$ cat src/rtl/keyboard_ctrl.sv
// PS/2 keyboard receiver and key-state decoder.
// Deserializes device-to-host frames, tracks E0/F0 prefixes and drives
// per-player held levels: bit 0 = WASD (Tom), bit 1 = arrows (Jerry).
module keyboard_ctrl #(
    parameter int unsigned TIMEOUT_CYCLES = 65_000
) (
    input  logic       clk,
    input  logic       rst,
    input  logic       ps2_clk,
    input  logic       ps2_data,
    output logic [1:0] left,
    output logic [1:0] right,
    output logic [1:0] jump,
    output logic [1:0] stay,
    output logic       frame_err
);

    localparam int unsigned CNT_W = $clog2(TIMEOUT_CYCLES + 1);

    typedef enum logic [1:0] {
        IDLE,
        DATA,
        PARITY,
        STOP
    } state_t;

    state_t           state;
    logic             clk_s1, clk_s2, clk_s3;
    logic             data_s1, data_s2;
    logic             fall;
    logic [2:0]       bit_cnt;
    logic [CNT_W-1:0] to_cnt;
    logic [7:0]       shift;
    logic             par;
    logic             byte_valid;
    logic             ext;
    logic             brk;

    // Two-FF synchronizers plus a third clock stage for edge detection;
    // reset to the idle-high line level so reset never fakes an edge.
    always_ff @(posedge clk) begin
        if (rst) begin
            clk_s1  <= 1'b1;
            clk_s2  <= 1'b1;
            clk_s3  <= 1'b1;
            data_s1 <= 1'b1;
            data_s2 <= 1'b1;
        end else begin
            clk_s1  <= ps2_clk;
            clk_s2  <= clk_s1;
            clk_s3  <= clk_s2;
            data_s1 <= ps2_data;
            data_s2 <= data_s1;
        end
    end

    assign fall = clk_s3 & ~clk_s2;

    // Frame FSM: start/data/parity/stop capture with inter-edge timeout.
    always_ff @(posedge clk) begin
        if (rst) begin
            state      <= IDLE;
            bit_cnt    <= 3'd0;
            to_cnt     <= '0;
            shift      <= 8'd0;
            par        <= 1'b0;
            byte_valid <= 1'b0;
            frame_err  <= 1'b0;
        end else begin
            byte_valid <= 1'b0;
            frame_err  <= 1'b0;
            if (fall) begin
                to_cnt <= '0;
                case (state)
                    IDLE: begin
                        if (!data_s2) begin
                            state   <= DATA;
                            bit_cnt <= 3'd0;
                        end
                    end
                    DATA: begin
                        shift   <= {data_s2, shift[7:1]};
                        bit_cnt <= bit_cnt + 3'd1;
                        if (bit_cnt == 3'd7) begin
                            state <= PARITY;
                        end
                    end
                    PARITY: begin
                        par   <= data_s2;
                        state <= STOP;
                    end
                    STOP: begin
                        if (data_s2 && (^{shift, par})) begin
                            byte_valid <= 1'b1;
                        end else begin
                            frame_err <= 1'b1;
                        end
                        state <= IDLE;
                    end
                    default: state <= IDLE;
                endcase
            end else if (state != IDLE) begin
                if (to_cnt == CNT_W'(TIMEOUT_CYCLES - 1)) begin
                    to_cnt    <= '0;
                    state     <= IDLE;
                    frame_err <= 1'b1;
                end else begin
                    to_cnt <= to_cnt + CNT_W'(1);
                end
            end else begin
                to_cnt <= '0;
            end
        end
    end

    // Decoder: prefix tracking and make/break updates of the held levels.
    // Any frame error drops a pending prefix so a partial sequence resyncs.
    always_ff @(posedge clk) begin
        if (rst) begin
            ext   <= 1'b0;
            brk   <= 1'b0;
            left  <= 2'b00;
            right <= 2'b00;
            jump  <= 2'b00;
            stay  <= 2'b00;
        end else if (frame_err) begin
            ext <= 1'b0;
            brk <= 1'b0;
        end else if (byte_valid) begin
            case (shift)
                8'hE0: ext <= 1'b1;
                8'hF0: brk <= 1'b1;
                default: begin
                    ext <= 1'b0;
                    brk <= 1'b0;
                    case ({ext, shift})
                        9'h01C:  left[0]  <= ~brk;
                        9'h023:  right[0] <= ~brk;
                        9'h01D:  jump[0]  <= ~brk;
                        9'h01B:  stay[0]  <= ~brk;
                        9'h16B:  left[1]  <= ~brk;
                        9'h174:  right[1] <= ~brk;
                        9'h175:  jump[1]  <= ~brk;
                        9'h172:  stay[1]  <= ~brk;
                        default: ;
                    endcase
                end
            endcase
        end
    end

endmodule

$ cat config.mk
export PLATFORM = sky130hd
export DESIGN_NAME = keyboard_ctrl
export DESIGN_NICKNAME = d
export VERILOG_FILES = /design/src/rtl/keyboard_ctrl.sv
export SDC_FILE = /design/constraint.sdc
export NUM_CORES = 1
export LEC_CHECK = 0
export BUFFER_PORTS_ARGS = -buffer_cell sky130_fd_sc_hd__buf_2
export CAP_MARGIN = 20
export CORE_ASPECT_RATIO = 0.9
export CORE_MARGIN = 2
export CORE_UTILIZATION = 53
export CTS_BUF_LIST = sky130_fd_sc_hd__clkbuf_16
export CTS_CLUSTER_SIZE = 14
export DETAILED_ROUTE_END_ITERATION = 12
export PLACE_DENSITY = 0.74
export SYNTH_ARGS = -nofsm -noshare
export SYNTH_HDL_FRONTEND = slang
export SYNTH_SLANG_ARGS = --single-unit
export TNS_END_PERCENT = 20
$ cat constraint.sdc
create_clock -name clk -period 1.9 [get_ports clk]
set_input_delay 0.38 -clock clk [delete_from_list [all_inputs] [get_ports clk]]
set_output_delay 0.38 -clock clk [all_outputs]
set_load 0.1 [all_outputs]
Yosys cells after proc, flatten, opt, wreduce, memory -nomap -nowiden --
Cells that the tools add are included.
Operators by class: add/subtract/negate cells 2, eq/ne operators 18, multiplexer cells 16, bitwise logic cells 10, reduce and logical (&&, ||, !) cells 25
Operators with widths (count):
- 9-bit equality test (second input constant) | 4
- 4-bit AND reduction | 9
- 9-bit by 5-bit equality test with 1-bit output (second input constant) | 3
- 16-bit by 1-bit adder with 16-bit output (second input constant) | 1
- 16-bit equality test (second input constant) | 1
- 8-bit equality test (second input constant) | 2
- 2-bit 2-to-1 mux | 5
- 9-bit by 6-bit equality test with 1-bit output (second input constant) | 1
- 1-bit inverter | 9
- 9-bit XOR reduction | 1
- 2-bit case mux with 4 select lines | 1
- 2-bit AND reduction | 4
- 2-bit nonzero test | 4
- 1-bit 2-to-1 mux | 6
- 3-bit inequality test (second input constant) | 2
- 3-bit case mux with 2 select lines | 1
- 2-bit equality test (second input constant) | 2
- 1-bit case mux with 2 select lines | 2
- 2-bit OR reduction | 2
- 4-bit OR reduction | 1
- 3-bit by 1-bit adder with 3-bit output (second input constant) | 1
- 3-bit equality test (second input constant) | 1
- 3-bit 2-to-1 mux | 1
- 3-bit AND reduction | 1
- 6 further kinds | 6
Storage, ports and cells: register bits 47, output and inout port bits 9

Logic depth before layout (Yosys ltp) --
Gate-level depths: netlist of run 1.
depth after elaboration 5, gate-level depth with buffers 7

Worst setup path before layout of run 1 --
OpenSTA, ideal clock, no wires.
kind register -> register, start register frame_err, end register jump[0], library setup time 0.071 ns, arrival 2.057 ns, data required time 1.829 ns, slack -0.228 ns, cell stages (with the launch flop) 5, path buffers 0, clock period less this slack 2.128 ns, cell sequence dfxtp_1 -> or2b_2 -> or4b_4 -> or3_1 -> a21oi_1
On the way: cells in the longest elaborated chain, start to end 2
Ends and longest elaborated chain:
- start, declared | RTL line 15 | output logic frame_err
- start signal, assigned | RTL line 68 | frame_err <= 1'b0;
- start signal, assigned | RTL line 71 | frame_err <= 1'b0;
- start signal, assigned | RTL line 96 | frame_err <= 1'b1;
- 1-bit inverter (no line)
- 4-bit AND reduction (no line)
- end signal, assigned | RTL line 139 | 9'h01D: jump[0] <= ~brk;
- end, declared | RTL line 13 | output logic [1:0] jump,
Every way passes these cells. A chain may end at the register's enable or synchronous reset.

Worst setup path after layout of run 1 --
start register shift[6], end register left[0]
On the way: cells in the longest elaborated chain, start to end 4
Ends and longest elaborated chain:
- start, declared | RTL line 33 | logic [7:0] shift;
- start signal, assigned | RTL line 82 | shift <= {data_s2, shift[7:1]};
- 8-bit equality test | RTL line 130 | case (shift)
- 2-bit OR reduction (no line)
- 1-bit inverter (no line)
- 4-bit AND reduction (no line) (*)
- end signal, assigned | RTL line 137 | 9'h01C: left[0] <= ~brk;
- end, declared | RTL line 11 | output logic [1:0] left,
Mark *: on every way between the ends. The rest lies on a longest branch, timed or not.

==> reports/qor.txt, run 1 <==
OUTCOME
------------------------------------------------------------------------------------------------------
Outcome                                                                                   finished, violations left
Violations in the final reports                                                           negative setup slack

CRITICAL PATH
------------------------------------------------------------------------------------------------------
Kind of cell with the highest combined delay on the critical path                         simple AND/OR/NAND/NOR gates
Worst-path maximum fanout                                                                            5
Crit path cell chain                                                                      or4b_4 > or4b_4 > or3_4 > a21oi_2
Slowest stage cell, crit path                                                                   or4b_4
Delay of the slowest critical-path stage                                                       0.53 ns
Element type at the critical path start                                                      flip-flop
Worst path bufs/invs                                                                                 0
Startpoint-to-endpoint class of the critical path                                         flip-flop to flip-flop
Crit path top cell by count                                                                     or4b_4
Crit path required time                                                                        2.12 ns
Capturing element type of the critical path                                                  flip-flop
Critical path arrival                                                                          2.14 ns

TIMING
------------------------------------------------------------------------------------------------------
Number of pins with negative max-slew slack in the final report                                      0
Worst rel slew slack                                                                             0.678
Highest achievable clock rate                                                                  521 MHz
Transition time of the tightest slew-check pin                                                0.486 ns
Minimum clock period                                                                           1.92 ns
Clock Skew                                                                                  0.00550 ns
Number of hold violations in the final report                                                        0
Total of endpoints with negative setup slack in the final report                                     3
Period utilisation layout                                                                         1.01
Worst setup slack after layout                                                              -0.0188 ns
RSZ-0062 raised after global routing                                                              true

JOB
------------------------------------------------------------------------------------------------------
Max-Cap Viols                                                                                        0

GLOBAL ROUTING
------------------------------------------------------------------------------------------------------
Maximum number of pins on one net before global-route repair                                        31
GRT Residual Overflow                                                                                0
Initial antenna violation count                                                                      0
Via count of the first global-routing pass                                                        1656
GR Util All Layers                                                                               0.205
Global-route wire length before repair                                                    7330 microns

DIE
------------------------------------------------------------------------------------------------------
Full die area                                                                               4560 sq um
Overall die width                                                                         71.0 microns
Io pins                                                                                             13
Starting density of the core                                                                     0.566
Placeable Area                                                                              3780 sq um
Die extent in y                                                                           64.3 microns
Num rows                                                                                            21

ROUTE
------------------------------------------------------------------------------------------------------
Number of vias per cell after detailed routing                                                    5.54
First-pass detailed-route iteration total                                                            4
DRC marker count from the first detailed-route iteration                                            67
Routed wire length                                                                        4120 microns
Number of routed nets with antenna violations                                                        0
Vias post-DR                                                                                      1729
Average routed wire per standard cell                                                     13.2 microns
Number of DRC violations after detailed routing                                                      0

POWER
------------------------------------------------------------------------------------------------------
Clock share of power                                                                             0.468
Power, Total                                                                                   2100 uW
Switch Pwr                                                                                      438 uW
Power density over the cells                                                               811 nW/um^2
Switch share                                                                                     0.208
Flop pwr share                                                                                   0.479
VDD IR-drop max                                                                                 788 uV
Combinational Power Share                                                                        0.053
Int Power                                                                                      1660 uW
Static Leakage                                                                              0.00103 uW

CLOCKING
------------------------------------------------------------------------------------------------------
Number of buffers created by CTS                                                                     5
H-tree depth                                                                                         2
Worst-Skew Late Latency                                                                        0.29 ns
Root Driver                                                                                  clkbuf_16
Max Root-Sink Buffers                                                                                2
Clock transition at the register clock pins on the worst setup and hold paths after CTS        0.06 ns
CTS sink cnt                                                                                        47
CTS tree                                                                                          done

SYNTHESIS
------------------------------------------------------------------------------------------------------
Post-synthesis average cell area                                                            9.23 sq um
Netlist area before placement                                                               2140 sq um
Number of synthesized flops with an enable pin                                                       0
Nets in the synthesized netlist                                                                    243
Post-synthesis cell count                                                                          232
Yosys warns                                                                                          0
Main synth FF type                                                                             dfxtp_1
Proportion of synthesized chip area in sequential cells                                          0.440
Yosys reg bits                                                                                      47
Post-synthesis async set-or-reset flop share                                                         0
Post-synthesis cell type count                                                                      39

FINAL LAYOUT
------------------------------------------------------------------------------------------------------
Footprint of the multi-input gates                                                          1170 sq um
Area overhead of the layout relative to synthesis                                                21.1%
Count of inserted antenna diode cells                                                                0
Final standard cell count with taps included and fillers excluded                                  312
Fillers                                                                                            309
Sequential Area                                                                              946 sq um
Share of cells above drive strength 1                                                            0.237
Final net count                                                                                    276
Layout Utilization                                                                               0.685

PLACE
------------------------------------------------------------------------------------------------------
Placed instance count                                                                              303
Port buffer count                                                                                   12
Placer's final routability congestion estimate                                                   0.794
DP HPWL                                                                                   2790 microns

MIN PATH
------------------------------------------------------------------------------------------------------
Type of the tightest min-delay check                                                      primary input to flip-flop

-- synth_stat cells (7+ instances only) --
master,count,share of area
mux2i_1,14,0.065
inv_1,9,0.016
ha_1,7,0.041
dfxtp_1,47,0.44
xnor2_1,7,0.029
nor2_1,37,0.065
o21ai_0,8,0.019
nand2_1,13,0.023
xor2_1,7,0.029
a21oi_1,13,0.030
-- what timing repair did --
action	CTS	global route
resized for setup	1	8
setup buffers	1	0
hold buffers	0	0
hold endpoints to repair	0	0
pin swaps	6	2
endpoints found under the setup margin	3	17
cloned	0	0
-- per-stage QoR --
stage	cell area, sq um	TNS (ns)	hold WS, ns	worst slack [ns]
after global placement	2390	0	0.393	0.0180
after CTS	2570	-0.0893	0.269	-0.0343
after detailed placement	2390	-0.00554	0.403	-0.00554
final	2590	-0.0312	0.275	-0.0188
after floorplan	2140	-0.0359	0.389	-0.00449
after global routing	2590	-0.157	0.265	-0.0640
-- power groups by stage --
stage / logic [uW] / clock network [uW] / registers [uW]
final: 112 / 983 / 1010
after global routing: 125 / 1060 / 1010
after CTS: 111 / 1010 / 1010
after detailed placement: 109 / 0 / 1030
after global placement: 106 / 0 / 1030
after floorplan: 77.7 / 0 / 1030
-- cell type report --
type | count | share of cell area
inverters | 9 | 0.0130
clock inverters | 3 | 0.0169
flip-flops and latches | 47 | 0.365
repair buffers | 31 | 0.0830
well taps | 46 | 0.0222
clock buffers | 5 | 0.0483
multi-input cells | 171 | 0.452
-- sequential cells by signal, indices dropped and copies added (netlist names), 2 cells and up --
signal	cells
to_cnt	16
right	2
shift	8
jump	2
left	2
state	2
bit_cnt	3
stay	2
-- cell families after synthesis --
kind of cell,share of synthesized area
flops,0.440
xor+xnor,0.0801
simple gates,0.273
mux,0.0760
fa+ha+maj,0.0409
buf+inv,0.0251
compound gates,0.0655
-- placed cells by master, fill, tap and decap left out, types with 2 or more instances in the layout --
master | Yosys | layout
ha_1 | 7 | 7
xnor2_1 | 7 | 7
nand2_1 | 13 | 13
buf_2 | 1 | 12
o21ai_1 | 0 | 2
o21ai_0 | 8 | 6
nand3_1 | 6 | 6
or2_2 | 6 | 6
dfxtp_1 | 47 | 45
mux2_2 | 2 | 2
nand3b_1 | 6 | 6
or3b_2 | 3 | 3
mux2i_1 | 14 | 14
a21oi_2 | 0 | 2
or4b_4 | 1 | 2
or3_4 | 0 | 2
nand4_1 | 5 | 5
inv_1 | 9 | 9
o22ai_1 | 2 | 2
nor4_1 | 5 | 5
a22oi_1 | 2 | 2
or4_1 | 3 | 2
xor2_1 | 7 | 7
clkbuf_16 | 0 | 5
buf_4 | 0 | 18
nor2_1 | 37 | 37
nor3_1 | 2 | 2
a21oi_1 | 13 | 11
and4_1 | 3 | 3
or3_1 | 6 | 4
-- layer usage --
metal / track usage / vias up / part of all wire
li1: - / 881 / -
met1: 0.250 / 803 / 0.47
met2: 0.340 / 38 / 0.47
met3: 0.0662 / 7 / 0.048
met4: 0.0684 / 0 / 0.014
met5: 0 / - / 0
-- path summary, 6_finish.rpt --
kind	endpoint	cells after the start	slack (ns)	from
min reg2reg	data_s2	1	0.42	data_s1
max reg2reg	left[0]	4	-0.02	shift[6]
min	data_s1	2	0.27	ps2_data
max	left[0]	4	-0.02	shift[6]
Note: power is estimated with default switching activity, not from simulation.
==> run 2: changes to the inputs <==
Settings changed: ABC_AREA set to 1, CORE_UTILIZATION 53 to 54, CTS_CLUSTER_DIAMETER set to 150, PLACE_DENSITY 0.74 to 0.75, SLEW_MARGIN set to 20.
==> reports/qor.txt, run 2 <==
TIMING
------------------------------------------------------------------------------------------------------
Highest achievable clock rate                                                                  606 MHz   +16%
Worst rel slew slack                                                                             0.665   -0.0128
Setup_tns                                                                                         0 ns   +0.0312 ns
Period utilisation layout                                                                        0.869   -0.141
Clock Skew                                                                                  0.00448 ns   -0.00102 ns
Minimum clock period                                                                           1.65 ns   -0.268 ns
RSZ-0062 raised after global routing                                                             false
Transition time of the tightest slew-check pin                                                0.502 ns   +0.0153 ns
Total of endpoints with negative setup slack in the final report                                     0   -3
Number of pins with negative max-slew slack in the final report                                      0   unchanged
Number of hold violations in the final report                                                        0   unchanged

CRITICAL PATH
------------------------------------------------------------------------------------------------------
Slowest stage cell, crit path                                                                  dfxtp_1
Delay of the slowest critical-path stage                                                       0.53 ns   about the same
Crit path cell chain                                                                      nor2_1 > nand2_2 > inv_2 > nand2_4 > nand2_4 > nor2_4 > nand3_1 > nand2_1 > nand2_1 > nor2_1
Worst path bufs/invs                                                                                 1   +1
Capturing element type of the critical path                                                  flip-flop
Critical path arrival                                                                          1.88 ns   -0.26 ns
Kind of cell with the highest combined delay on the critical path                         simple AND/OR/NAND/NOR gates
Element type at the critical path start                                                      flip-flop
Startpoint-to-endpoint class of the critical path                                         flip-flop to flip-flop
Crit path required time                                                                        2.12 ns   about the same
Worst-path maximum fanout                                                                           14   +9

CLOCKING
------------------------------------------------------------------------------------------------------
Root Driver                                                                                  clkbuf_16
CTS tree                                                                                          done
Number of buffers created by CTS                                                                     5   unchanged
Post-CTS setup buffers                                                                               0   -1
CTS sink cnt                                                                                        47   unchanged
Max Root-Sink Buffers                                                                                2   unchanged
H-tree depth                                                                                         2   unchanged
Resized Gates After CTS                                                                              0   -1
Worst-Skew Late Latency                                                                        0.28 ns   about the same
Clock transition at the register clock pins on the worst setup and hold paths after CTS        0.06 ns   about the same
Hold buffer count at cts                                                                             0   unchanged

ROUTE
------------------------------------------------------------------------------------------------------
Number of DRC violations after detailed routing                                                      0   unchanged
First-pass detailed-route iteration total                                                            5   +1
Average routed wire per standard cell                                                     11.1 microns   -16%
Number of routed nets with antenna violations                                                        0   unchanged
Routed wire length                                                                        4580 microns   +11%
Number of vias per cell after detailed routing                                                    4.99   -9.9%
Vias post-DR                                                                                      2067   +20%
DRC marker count from the first detailed-route iteration                                           161   +140%

FINAL LAYOUT
------------------------------------------------------------------------------------------------------
Post-route design area                                                                      2620 sq um   +1.1%
Number of flip-flops in the largest register                                                        16   unchanged
Fillers                                                                                            382   +24%
Sequential Area                                                                              941 sq um   -0.53%
Register name with the most flops                                                               to_cnt
Layout Utilization                                                                               0.631   -0.0545
Final net count                                                                                    364   +32%
Share of cells above drive strength 1                                                            0.119   -0.118
Commonest non-fill, non-tap cells in the layout                                           nand2_1, nor2_1, dfxtp_1
Leading cell type in the layout, fill and taps excluded                                        nand2_1
Area overhead of the layout relative to synthesis                                                10.5%
Count of inserted antenna diode cells                                                                0   unchanged
Footprint of the multi-input gates                                                          1230 sq um   +4.9%
Largest registers ranked by flip-flop count                                               to_cnt x16, shift x8, bit_cnt x3

SYNTHESIS
------------------------------------------------------------------------------------------------------
Post-synthesis cell type count                                                                      32   -18%
Post-synthesis cell count                                                                          339   +46%
Yosys warns                                                                                          0   unchanged
Nets in the synthesized netlist                                                                    350   +44%
Most frequent cell after synthesis                                                             nand2_1
Synth top area share                                                                             0.397   -0.0429
Proportion of synthesized chip area in sequential cells                                          0.397   -0.0429
Number of synthesized flops with an enable pin                                                       0   unchanged
Yosys reg bits                                                                                      47   unchanged
Post-synthesis async set-or-reset flop share                                                         0   unchanged
Ranking of synthesized cells by instance count                                            nand2_1, nor2_1, dfxtp_1
Netlist area before placement                                                               2370 sq um   +11%
Top area cells in the synthesized netlist                                                 dfxtp_1, nand2_1, nor2_1
Main synth FF type                                                                             dfxtp_1
Synth area leader                                                                              dfxtp_1
Post-synthesis average cell area                                                            7.00 sq um   -24%

DIE
------------------------------------------------------------------------------------------------------
Starting density of the core                                                                     0.571   +0.00493
Overall die width                                                                         73.9 microns   +4.0%
Io pins                                                                                             13   unchanged
Die extent in y                                                                           66.9 microns   +4.0%
Num rows                                                                                            22   +4.8%
Placeable Area                                                                              4160 sq um   +9.9%
Full die area                                                                               4940 sq um   +8.2%

MIN PATH
------------------------------------------------------------------------------------------------------
Type of the tightest min-delay check                                                      primary input to flip-flop

GLOBAL ROUTING
------------------------------------------------------------------------------------------------------
Initial antenna violation count                                                                      0   unchanged
Maximum number of pins on one net before global-route repair                                        17   -45%
Global-route wire length before repair                                                    8070 microns   +10%
GRT met1 Usage                                                                                   0.309   +0.0581
GR Util All Layers                                                                               0.210   +0.00549
Met2 track demand over resource                                                                  0.298   -0.0420
Via count of the first global-routing pass                                                        1867   +13%
GRT Residual Overflow                                                                                0   unchanged
Met3 Resource Use GR                                                                            0.0484   -0.0178
Busiest layer in global routing                                                                   met1

POWER
------------------------------------------------------------------------------------------------------
VDD IR-drop max                                                                                 568 uV   -28%
Power, Total                                                                                   1850 uW   -12%
Power density over the cells                                                               706 nW/um^2   -13%
Static Leakage                                                                              0.00105 uW   +1.6%

PLACE
------------------------------------------------------------------------------------------------------
Placer's final routability congestion estimate                                                   0.912   +15%
DP HPWL                                                                                   3430 microns   +23%
Port buffer count                                                                                   12   unchanged
Dpl cell area                                                                               2480 sq um   +3.8%

OUTCOME
------------------------------------------------------------------------------------------------------
Outcome                                                                                   finished clean

JOB
------------------------------------------------------------------------------------------------------
Max-Cap Viols                                                                                        0   unchanged

==> run 2: cell count changes in the layout (fill, tap and decap cells not counted), moves of 5 or more <==
cell / delta
nand3b_1: -5
nor2_1: +13
nand3_1: +18
nor3_1: +7
a21oi_1: +9
mux2i_1: -14
buf_4: -16
nand2_1: +64
inv_1: +32
o21ai_0: +5
xor2_1: -5
==> run 2: routing by layer <==
layer  up-vias  wire length [microns]
li1       1107                      -
met1       910                   2500
met2        41                   1820
met3         9                    189
met4         0                     76
met5         -                      0
==> run 2: cell type report <==
class	instances	share of cell area
Timing Repair Buffer	14	0.0286
Clock buffer	5	0.0477
Multi-Input combinational cell	242	0.469
Inverter	43	0.0616
Clock inverter	3	0.00573
Tap cell	60	0.0286
Sequential cell	47	0.359
==> run 2: path summary, 6_finish.rpt <==
kind	start	endpoint	slack, ns	cells past startpoint
worst max-delay path	shift[3]	jump[1]	0.25	10
worst min-delay path	ps2_clk	clk_s1	0.28	2
worst max register to register	shift[3]	jump[1]	0.25	10
worst min register to register	clk_s1	clk_s2	0.41	1
==> run 2: worst reg2reg max path, stage by stage (launching register included) <==
cell	delay, ns
dfxtp_1	0.53
nor2_1	0.12
nand2_2	0.13
inv_2	0.05
nand2_4	0.07
nand2_4	0.05
nor2_4	0.24
nand3_1	0.18
nand2_1	0.10
nand2_1	0.05
nor2_1	0.09
==> run 2: logic make-up (layout without fill, tap and decap cells) <==
family                     Yosys count  in the layout  share of synthesized area
DFF                                 47             47                      0.397
AOI/OAI and AO/OA                   37             37                     0.0870
and+or+nand+nor                    191            191                      0.368
adders and majority gates            7              7                     0.0369
buffers and inverters               50             65                     0.0854
xor gates and xnor gates             7              7                     0.0258
==> run 2: through the flow <==
step / cells / setup slack (ns) / hold slack, ns
after floorplan: 339 / 0.150 / 0.389
after global placement: 406 / 0.313 / 0.391
after detailed placement: 406 / 0.283 / 0.397
after CTS: 414 / 0.274 / 0.274
after global routing: 414 / 0.0931 / 0.276
final: 414 / 0.249 / 0.278
==> run 2: report_power, final <==
group | switching (uW) | internal (uW) | leakage, uW | total (uW)
combinational | 20.4 | 9.07 | 0.000606 | 29.5
clock | 350 | 478 | 0.0000649 | 828
sequential | 2.19 | 990 | 0.000379 | 992
total | 373 | 1480 | 0.00105 | 1850
